<file path="src/rtl/serial_frame_pkg.sv">
// serial_frame_pkg: FSM state type and serial line levels for serial_frame_receiver.
package serial_frame_pkg;
    typedef enum logic [2:0] {IDLE, DATA, PARITY, STOP, BREAK} state_e;
    localparam logic IDLE_LEVEL  = 1'b1;
    localparam logic START_LEVEL = 1'b0;
endpackage

</file>
<file path="src/rtl/frame_out_buffer.sv">
// frame_out_buffer: single-entry valid/ready holding register.
// It raises a one-cycle overrun pulse when a commit finds the entry full and not draining.
module frame_out_buffer #(
    parameter int WIDTH = 8
) (
    input  logic             clk,
    input  logic             rst,
    input  logic             commit,
    input  logic [WIDTH-1:0] word,
    input  logic             ready,
    output logic [WIDTH-1:0] data_out,
    output logic             valid,
    output logic             overrun
);
    logic [WIDTH-1:0] data_q, data_d;
    logic             valid_q, valid_d, overrun_q, overrun_d, load;

    always_comb begin
        load      = commit && (!valid_q || ready);
        data_d    = load ? word : data_q;
        valid_d   = load ? 1'b1 : (valid_q && ready) ? 1'b0 : valid_q;
        overrun_d = commit && valid_q && !ready;
    end

    always_ff @(posedge clk or negedge rst) begin
        if (!rst) begin
            data_q    <= '0;
            valid_q   <= 1'b0;
            overrun_q <= 1'b0;
        end else begin
            data_q    <= data_d;
            valid_q   <= valid_d;
            overrun_q <= overrun_d;
        end
    end

    assign data_out = data_q;
    assign valid    = valid_q;
    assign overrun  = overrun_q;
endmodule

</file>
<file path="src/rtl/serial_frame_receiver.sv">
// serial_frame_receiver: deframes start / WIDTH data / stop bit frames into words on a valid/ready buffer.
// Define SERIAL_FRAME_RECEIVER_PARITY_EN to expect an even-parity bit between the data and stop bits.
module serial_frame_receiver
    import serial_frame_pkg::*;
#(
    parameter int WIDTH = 8
) (
    input  logic             clk,
    input  logic             rst,
    input  logic             en,
    input  logic             in,
    input  logic             direction,
    input  logic             ready,
    output logic [WIDTH-1:0] data_out,
    output logic             valid,
    output logic             busy,
    output logic             frame_err,
    output logic             overrun
);
    localparam int CW = $clog2(WIDTH + 1);
`ifdef SERIAL_FRAME_RECEIVER_PARITY_EN
    localparam state_e AFTER_DATA = PARITY;
`else
    localparam state_e AFTER_DATA = STOP;
`endif

    state_e           state_q, state_d;
    logic [WIDTH-1:0] shift_q, shift_d;
    logic [CW-1:0]    cnt_q, cnt_d;
    logic             dir_q, dir_d, commit_q, commit_d, frame_err_q, frame_err_d, par_bad;

`ifdef SERIAL_FRAME_RECEIVER_PARITY_EN
    logic par_err_q, par_err_d;
    always_ff @(posedge clk or negedge rst) begin
        if (!rst) par_err_q <= 1'b0;
        else      par_err_q <= par_err_d;
    end
    assign par_bad = par_err_q;
`else
    assign par_bad = 1'b0;
`endif

    always_comb begin
        state_d     = state_q;
        shift_d     = shift_q;
        cnt_d       = cnt_q;
        dir_d       = dir_q;
        commit_d    = 1'b0;
        frame_err_d = 1'b0;
`ifdef SERIAL_FRAME_RECEIVER_PARITY_EN
        par_err_d   = par_err_q;
`endif
        if (en) begin
            case (state_q)
                IDLE: if (in == START_LEVEL) begin
                    state_d = DATA;
                    dir_d   = direction;
                    cnt_d   = '0;
                end
                DATA: begin
                    shift_d = dir_q ? {in, shift_q[WIDTH-1:1]} : {shift_q[WIDTH-2:0], in};
                    cnt_d   = cnt_q + 1'b1;
                    if (cnt_q == CW'(WIDTH - 1)) state_d = AFTER_DATA;
                end
`ifdef SERIAL_FRAME_RECEIVER_PARITY_EN
                PARITY: begin
                    par_err_d = ^{shift_q, in};
                    state_d   = STOP;
                end
`endif
                STOP: begin
                    commit_d    = (in == IDLE_LEVEL) && !par_bad;
                    frame_err_d = (in != IDLE_LEVEL) || par_bad;
                    state_d     = (in == IDLE_LEVEL) ? IDLE : BREAK;
                end
                // a held-low line must not be mistaken for fresh start bits
                BREAK: if (in == IDLE_LEVEL) state_d = IDLE;
                default: state_d = IDLE;
            endcase
        end
    end

    always_ff @(posedge clk or negedge rst) begin
        if (!rst) begin
            state_q     <= IDLE;
            shift_q     <= '0;
            cnt_q       <= '0;
            dir_q       <= 1'b0;
            commit_q    <= 1'b0;
            frame_err_q <= 1'b0;
        end else begin
            state_q     <= state_d;
            shift_q     <= shift_d;
            cnt_q       <= cnt_d;
            dir_q       <= dir_d;
            commit_q    <= commit_d;
            frame_err_q <= frame_err_d;
        end
    end

    frame_out_buffer #(.WIDTH(WIDTH)) u_buf (
        .clk      (clk),
        .rst      (rst),
        .commit   (commit_q),
        .word     (shift_q),
        .ready    (ready),
        .data_out (data_out),
        .valid    (valid),
        .overrun  (overrun)
    );

    assign busy      = (state_q != IDLE);
    assign frame_err = frame_err_q;
endmodule

</file>
<file path="config.mk">
export PLATFORM = sky130hd
export DESIGN_NAME = serial_frame_receiver
export DESIGN_NICKNAME = d
export VERILOG_FILES = /design/src/rtl/serial_frame_pkg.sv /design/src/rtl/frame_out_buffer.sv /design/src/rtl/serial_frame_receiver.sv
export SDC_FILE = /design/constraint.sdc
export NUM_CORES = 1
export LEC_CHECK = 0
export ABC_CLOCK_PERIOD_IN_PS = 1700
export CAP_MARGIN = 20
export CELL_PAD_IN_SITES_DETAIL_PLACEMENT = 0
export CELL_PAD_IN_SITES_GLOBAL_PLACEMENT = 1
export CORE_MARGIN = 1
export CORE_UTILIZATION = 42
export CTS_CLUSTER_SIZE = 8
export DETAILED_ROUTE_END_ITERATION = 7
export PLACE_DENSITY_LB_ADDON = 0.1
export REMOVE_ABC_BUFFERS = 1
export SKIP_CTS_REPAIR_TIMING = 1
export SLEW_MARGIN = 10
export SYNTH_ARGS = -nofsm -noshare
export SYNTH_HDL_FRONTEND = slang
export SYNTH_HIERARCHICAL = 1
export SYNTH_SLANG_ARGS = --single-unit
</file>
<file path="constraint.sdc">
create_clock -name clk -period 1.7 [get_ports clk]
set_input_delay 0.34 -clock clk [delete_from_list [all_inputs] [get_ports clk]]
set_output_delay 0.34 -clock clk [all_outputs]
set_load 0.05 [all_outputs]
</file>
# After elaboration in Yosys (flattened, before gate mapping)
# Index checks and enable logic that the tools add are counted.
# Widths: inputs -> output; s select.
op_classes:
  addsub: 1
  eq_ne: 7
  muxes: 14
  n_bitwise: 1
  n_reduce_logical: 15
ops:
  columns: ["cell", "count"]
  rows:
  - ["$mux 3", 4]
  - ["$pmux 3 s4", 1]
  - ["$mux 8", 1]
  - ["$pmux 4 s2", 1]
  - ["$mux 1", 6]
  - ["$ne 2x2->1 const B", 3]
  - ["$reduce_and 3->1", 2]
  - ["$add 4x1->4 const B", 1]
  - ["$eq 4x3->1 const B", 1]
  - ["$logic_and 1x1->1", 4]
  - ["$mux 4", 1]
  - ["$reduce_and 4->1", 1]
  - ["$reduce_bool 2->1", 2]
  - ["$eq 3x1->1 const B", 1]
  - ["$eq 3x2->1 const B", 1]
  - ["$eq 3x3->1 const B", 1]
  - ["$logic_not 3->1", 1]
  - ["$reduce_bool 3->1", 1]
  - ["$logic_not 1->1", 2]
  - ["$reduce_and 2->1", 1]
  - ["$logic_or 1x1->1", 1]
  - ["$not 1->1", 1]
totals:
  ff_bits: 28
  input_bits: 6
  output_inout_bits: 12
  word_cells: 47

# Longest topological paths before layout
depth:
  depth_word: 4
  ltp_mapped: 5
  mapped_depth_nobuf: 4

# By module
# The synthesis kept the hierarchy.
modules_own_cells:
  columns: ["module", "instances", "cells_each", "area_per_inst_um2", "seq_area_each_um2"]
  rows:
  - ["serial_frame_receiver", 1, 75, 858.3, 450.4]
  - ["frame_out_buffer", 1, 23, 406.6, 250.2]

# Worst setup path before layout
# No wires, ideal clock.
synth_timing:
  path_kind: "flip-flop to flip-flop"
  start: "reg state_q[1]"
  end: "reg dir_q"
  setup_ns: 0.127
  t_arrival_ns: 1.349
  t_required_ns: 1.573
  path_slack_ns: 0.224
  stages_incl_launch_ff: 4
  path_buffers: 0
  synth_period_minus_slack_ns: 1.476
  path_cell_list: "dfrtp_1 -> or3_4 -> nor2_2 -> mux2_1"
synth_via:
  elab_chain_len: 2
synth_lines:
  columns: ["element", "line", "rtl"]
  rows:
  - ["from (decl)", "serial_frame_receiver.sv:27", "state_e state_q, state_d;"]
  - ["from (signal assigned)", "serial_frame_receiver.sv:92", "state_q <= state_d;"]
  - ["$logic_not 3->1", "serial_frame_receiver.sv:54", "case (state_q)"]
  - ["$reduce_and 3->1 (no source line)", null, null]
  - ["to (signal assigned)", "serial_frame_receiver.sv:95", "dir_q <= dir_d;"]
  - ["to (decl)", "serial_frame_receiver.sv:30", "logic dir_q, dir_d, commit_q, commit_d, frame_err_q, frame_err_d, par_bad;"]
# No other way between the ends.
# A chain may end at the register's enable or synchronous reset.

# Final worst setup path
layout_timing:
  start: "reg state_q[0]"
  end: "out busy"
layout_via:
  elab_chain_len: 1
layout_lines:
  columns: ["element", "line", "rtl"]
  rows:
  - ["$reduce_bool 3->1", "serial_frame_receiver.sv:112", "assign busy = (state_q != IDLE);"]
  - ["to (decl)", "serial_frame_receiver.sv:16", "output logic busy,"]
# No other way between the ends.

==> results.md <==
Drt:
- Dividing the detail-routed wire length by the instance count gives 13.9 um.
- Summing over every cut layer, the via total after detailed routing is 815.
- The aggregate routed wire length is 2.14 mm.
- The final antenna-violating net count is 0.
- The pre-antenna-repair detailed-routing pass consisted of 6 iterations.
- The detailed router finished its first iteration with 25 violations.
- The final routed DRC violation total is 2.
- The detail-routed via count per cell is 5.29.

STA:
- The clock arrives with 0.00577 ns of skew.
- The share of the cycle needed by the critical path after routing is 100%.
- The worst relative slew slack is 69.7%.
- Setup total negative slack on the finished layout was measured at -0.00198 ns.
- The final count of hold timing violations is 0.
- The final number of setup-violating endpoints is 1.
- The minimum clock period after layout is 1.70 ns.
- Setup repair after global routing could not meet its margin everywhere.
- The max-slew violation count is 0.
- The final worst slack is -0.00198 ns.
- The actual transition at the worst max-transition pin is 0.455 ns.
- The worst-case hold slack is 0.356 ns.
- The maximum achievable frequency is 588 MHz.

Floorplanning:
- The standard-cell row count is 19.
- The initial utilization of the core area, before any placement, comes to 45.1%.
- After floorplanning, the core was sized to cover 2810 um^2.
- The horizontal die dimension is 56.9 um.
- During I/O placement, the number of pins put on the boundary was 18.
- The height of the die is 56.9 um.
- The area of the die is 3240 um^2.

Placed design:
- The sum of net half-perimeters after detailed placement is 1.46 mm.
- At the end of routability-driven placement, the weighted congestion stood at 0.705.
- The pre-CTS setup slack is -0.0306 ns.
- The cell area after placement is 1460 um^2.
- The total placed cells including tap cells is 149.
- Buffers placed on the I/O ports in this run total 17.

Status:
- The final reports fail on DRC, setup timing.
- The flow ran to the end, but the final reports show violations.

Yosys:
- The per-instance average area after synthesis is 12.9 um^2.
- Counting flops and latches in the post-synthesis netlist gives 28.
- The Yosys step of the flow raised 6 warnings.
- The synthesized netlist occupies a cell area of 1260 um^2.
- After synthesis, the netlist uses 33 different library cells.
- The share of flip-flops with an asynchronous set or reset after synthesis is 100%.
- By area the synthesized netlist is led by sky130_fd_sc_hd__dfrtp_1 (55%), sky130_fd_sc_hd__mux2_4 (9.5%), sky130_fd_sc_hd__mux2i_1 (6.3%).
- In this run, synthesis inferred 0 flip-flops with an integrated enable.
- The top cell type by total area after synthesis is sky130_fd_sc_hd__dfrtp_1.
- The cell count after synthesis is 98.
- The dominant register cell in the synthesized netlist is sky130_fd_sc_hd__dfrtp_1.
- Of the post-synthesis cell area, the dominant cell type holds 55.4%.
- For this run, the register share of the synthesized area comes to 55.4%.

Clock tree:
- Clock latency on the worst-skew pair, taken at its later pin, is 0.33 ns.
- Buffers inserted during clock tree synthesis total 3.
- The clock tree buffer depth is 2.
- Clock-pin slew was measured on the worst setup and hold paths at 0.15 ns.
- The clock root buffer is sky130_fd_sc_hd__clkbuf_4.
- TritonCTS built the clock tree.
- In this run the number of H-tree levels came out at 1.
- The tree built by TritonCTS fans out to 28 sinks.

Critical path:
- The startpoint of the worst setup timing path is state_q[0]$_DFFE_PN0P_.
- The endpoint of the worst register-to-register path is dir_q$_DFFE_PN0P_.
- The worst setup path is captured at a primary output.
- Measured in cells, the most critical reg-to-reg path has a length of 3.
- The signal on the critical path passes through or3_4, buf_6.
- The critical path launch point type is a flop.
- The critical path in this run is classified as reg -> out.
- The master of the slowest instance on the critical path is sky130_fd_sc_hd__dfrtp_2.
- The biggest fanout along the worst timing path is 7.
- Data arrives at the worst endpoint at 1.36 ns.
- The critical path required time is 1.36 ns.
- The setup slack of the most critical reg-to-reg path is 0.30 ns.
- In this run the critical register-to-register path is launched from state_q[0]$_DFFE_PN0P_.
- The largest incremental delay on the critical path is 0.48 ns.
- In this run the worst setup path terminates at busy.

GRT:
- The maximum number of pins on one net before global-route repair is 29.
- The first global-routing pass estimated 3.75 mm of wire.
- The all-layer global routing usage is 15.2%.
- The total overflow left after global routing is 0.
- The via count of the first global-routing pass is 795.
- The number of antenna violations at the first check in global routing is 0.

Finish:
- The number of nets in the finished design is 131.
- The antenna cell count is 0.
- After routing the design area is 1530 um^2.
- Compared with the post-synthesis result, the final layout area differs by 20.8%.
- In the final layout, the share of cells above drive strength 1 is 33.3%.
- The post-route non-filler standard cell count is 154.
- Cells fill 54.5% of the core in the end.

Pwr:
- The worst-case IR drop observed on VDD is 708 uV.
- Summed over all cells, the static leakage comes to 0.733 nW.
- After layout, the design draws a total of 2.60 mW.
- Power spread over the standard cell area amounts to 1700 nW/um^2.

Hold path:
- The path class of the tightest hold or removal check is in -> async.

Flow run:
- The tool flagged a number of max-cap violations equal to 0.
report_power, final:
group	internal (mW)	total, mW	leakage (nW)	switching, mW
sequential	0.885	1.10	0.333	0.216
combinational	0.504	1.07	0.371	0.565
clock	0.239	0.434	0.0279	0.195
total	1.63	2.60	0.733	0.976
sequential cells by signal, indices dropped and copies added, names as in the netlist:
name and cells:
u_buf/overrun 1, u_buf/valid 1, shift_q 8, state_q 3, frame_err 1, commit_q 1, u_buf/data_out 8, dir_q 1
cnt_q 4
layer usage:
layer	track usage (%)	up-vias	wire length [um]
li1	-	400	-
met1	19.4	401	995
met2	25.2	12	1050
met3	4.84	2	77
met4	3.14	0	17
met5	0	-	0
worst min path at each step:
stage | startpoint | end | slack (ns) | cells after the start
floorplan | rst | cnt_q[0]$_DFFE_PN0P_ | 0.04 | 0
global placement | u_buf/data_out[7]$_DFFE_PN0P_ | u_buf/data_out[7]$_DFFE_PN0P_ | 0.50 | 1
detailed placement | u_buf/data_out[0]$_DFFE_PN0P_ | u_buf/data_out[0]$_DFFE_PN0P_ | 0.50 | 1
CTS | rst | u_buf/data_out[1]$_DFFE_PN0P_ | 0.36 | 2
global route | rst | u_buf/data_out[2]$_DFFE_PN0P_ | 0.35 | 2
finish | rst | u_buf/data_out[1]$_DFFE_PN0P_ | 0.36 | 2
cells in the mapped netlist (all sizes together), types with 2 or more instances:
master  count
a21oi       8
dfrtp      28
nor3        2
nor2       10
mux2i       8
mux2       10
buf         2
o21ai       2
inv         4
a211o       2
a21o        2
nand2b      3
nand2       3
area by class of cell:
cell class                 instances  area (um^2)
inverter                           4         15.0
sequential                        28          703
clock buffer                       3         22.5
fill                             258         1280
multi-input combinational         63          522
clock inverter                     1         30.0
timing repair buffer              24          196
tap                               31         38.8
logic make-up (layout without fill, tap and decap cells):
| kind of cell | Yosys count | after routing | synth area share, % |
|---|---|---|---|
| AO/OA/AOI/OAI | 18 | 18 | 9.30 |
| adder cells (fa/ha/maj) | 1 | 1 | 0.989 |
| buffers and inverters | 7 | 32 | 3.36 |
| flip-flops | 28 | 28 | 55.4 |
| multiplexers | 18 | 18 | 17.6 |
| AND/OR/NAND/NOR | 26 | 26 | 13.4 |
layout by cell type (no fill, tap or decap), drive strengths merged:
cell type / n
nor3: 2
nand2b: 3
nand3b: 1
a21o: 2
a21oi: 8
nor2: 10
nand3: 1
mux2: 10
or3: 1
nand4b: 1
clkdlybuf4s50: 5
a211o: 2
and3: 1
a22o: 1
nor3b: 1
buf: 19
o31ai: 1
inv: 4
o21ai: 2
clkbuf: 3
bufinv: 1
ha: 1
mux2i: 8
or2b: 1
nand2: 3
a21boi: 1
dfrtp: 28
o41ai: 1
and4bb: 1
critical path: cells and delay by family, from the launching register on:
kind | cells | cell delay [ns]
buffers and inverters | 1 | 0.16
flip-flops | 1 | 0.48
AND/OR/NAND/NOR | 1 | 0.40
Power figures use the tool's default switching activity.
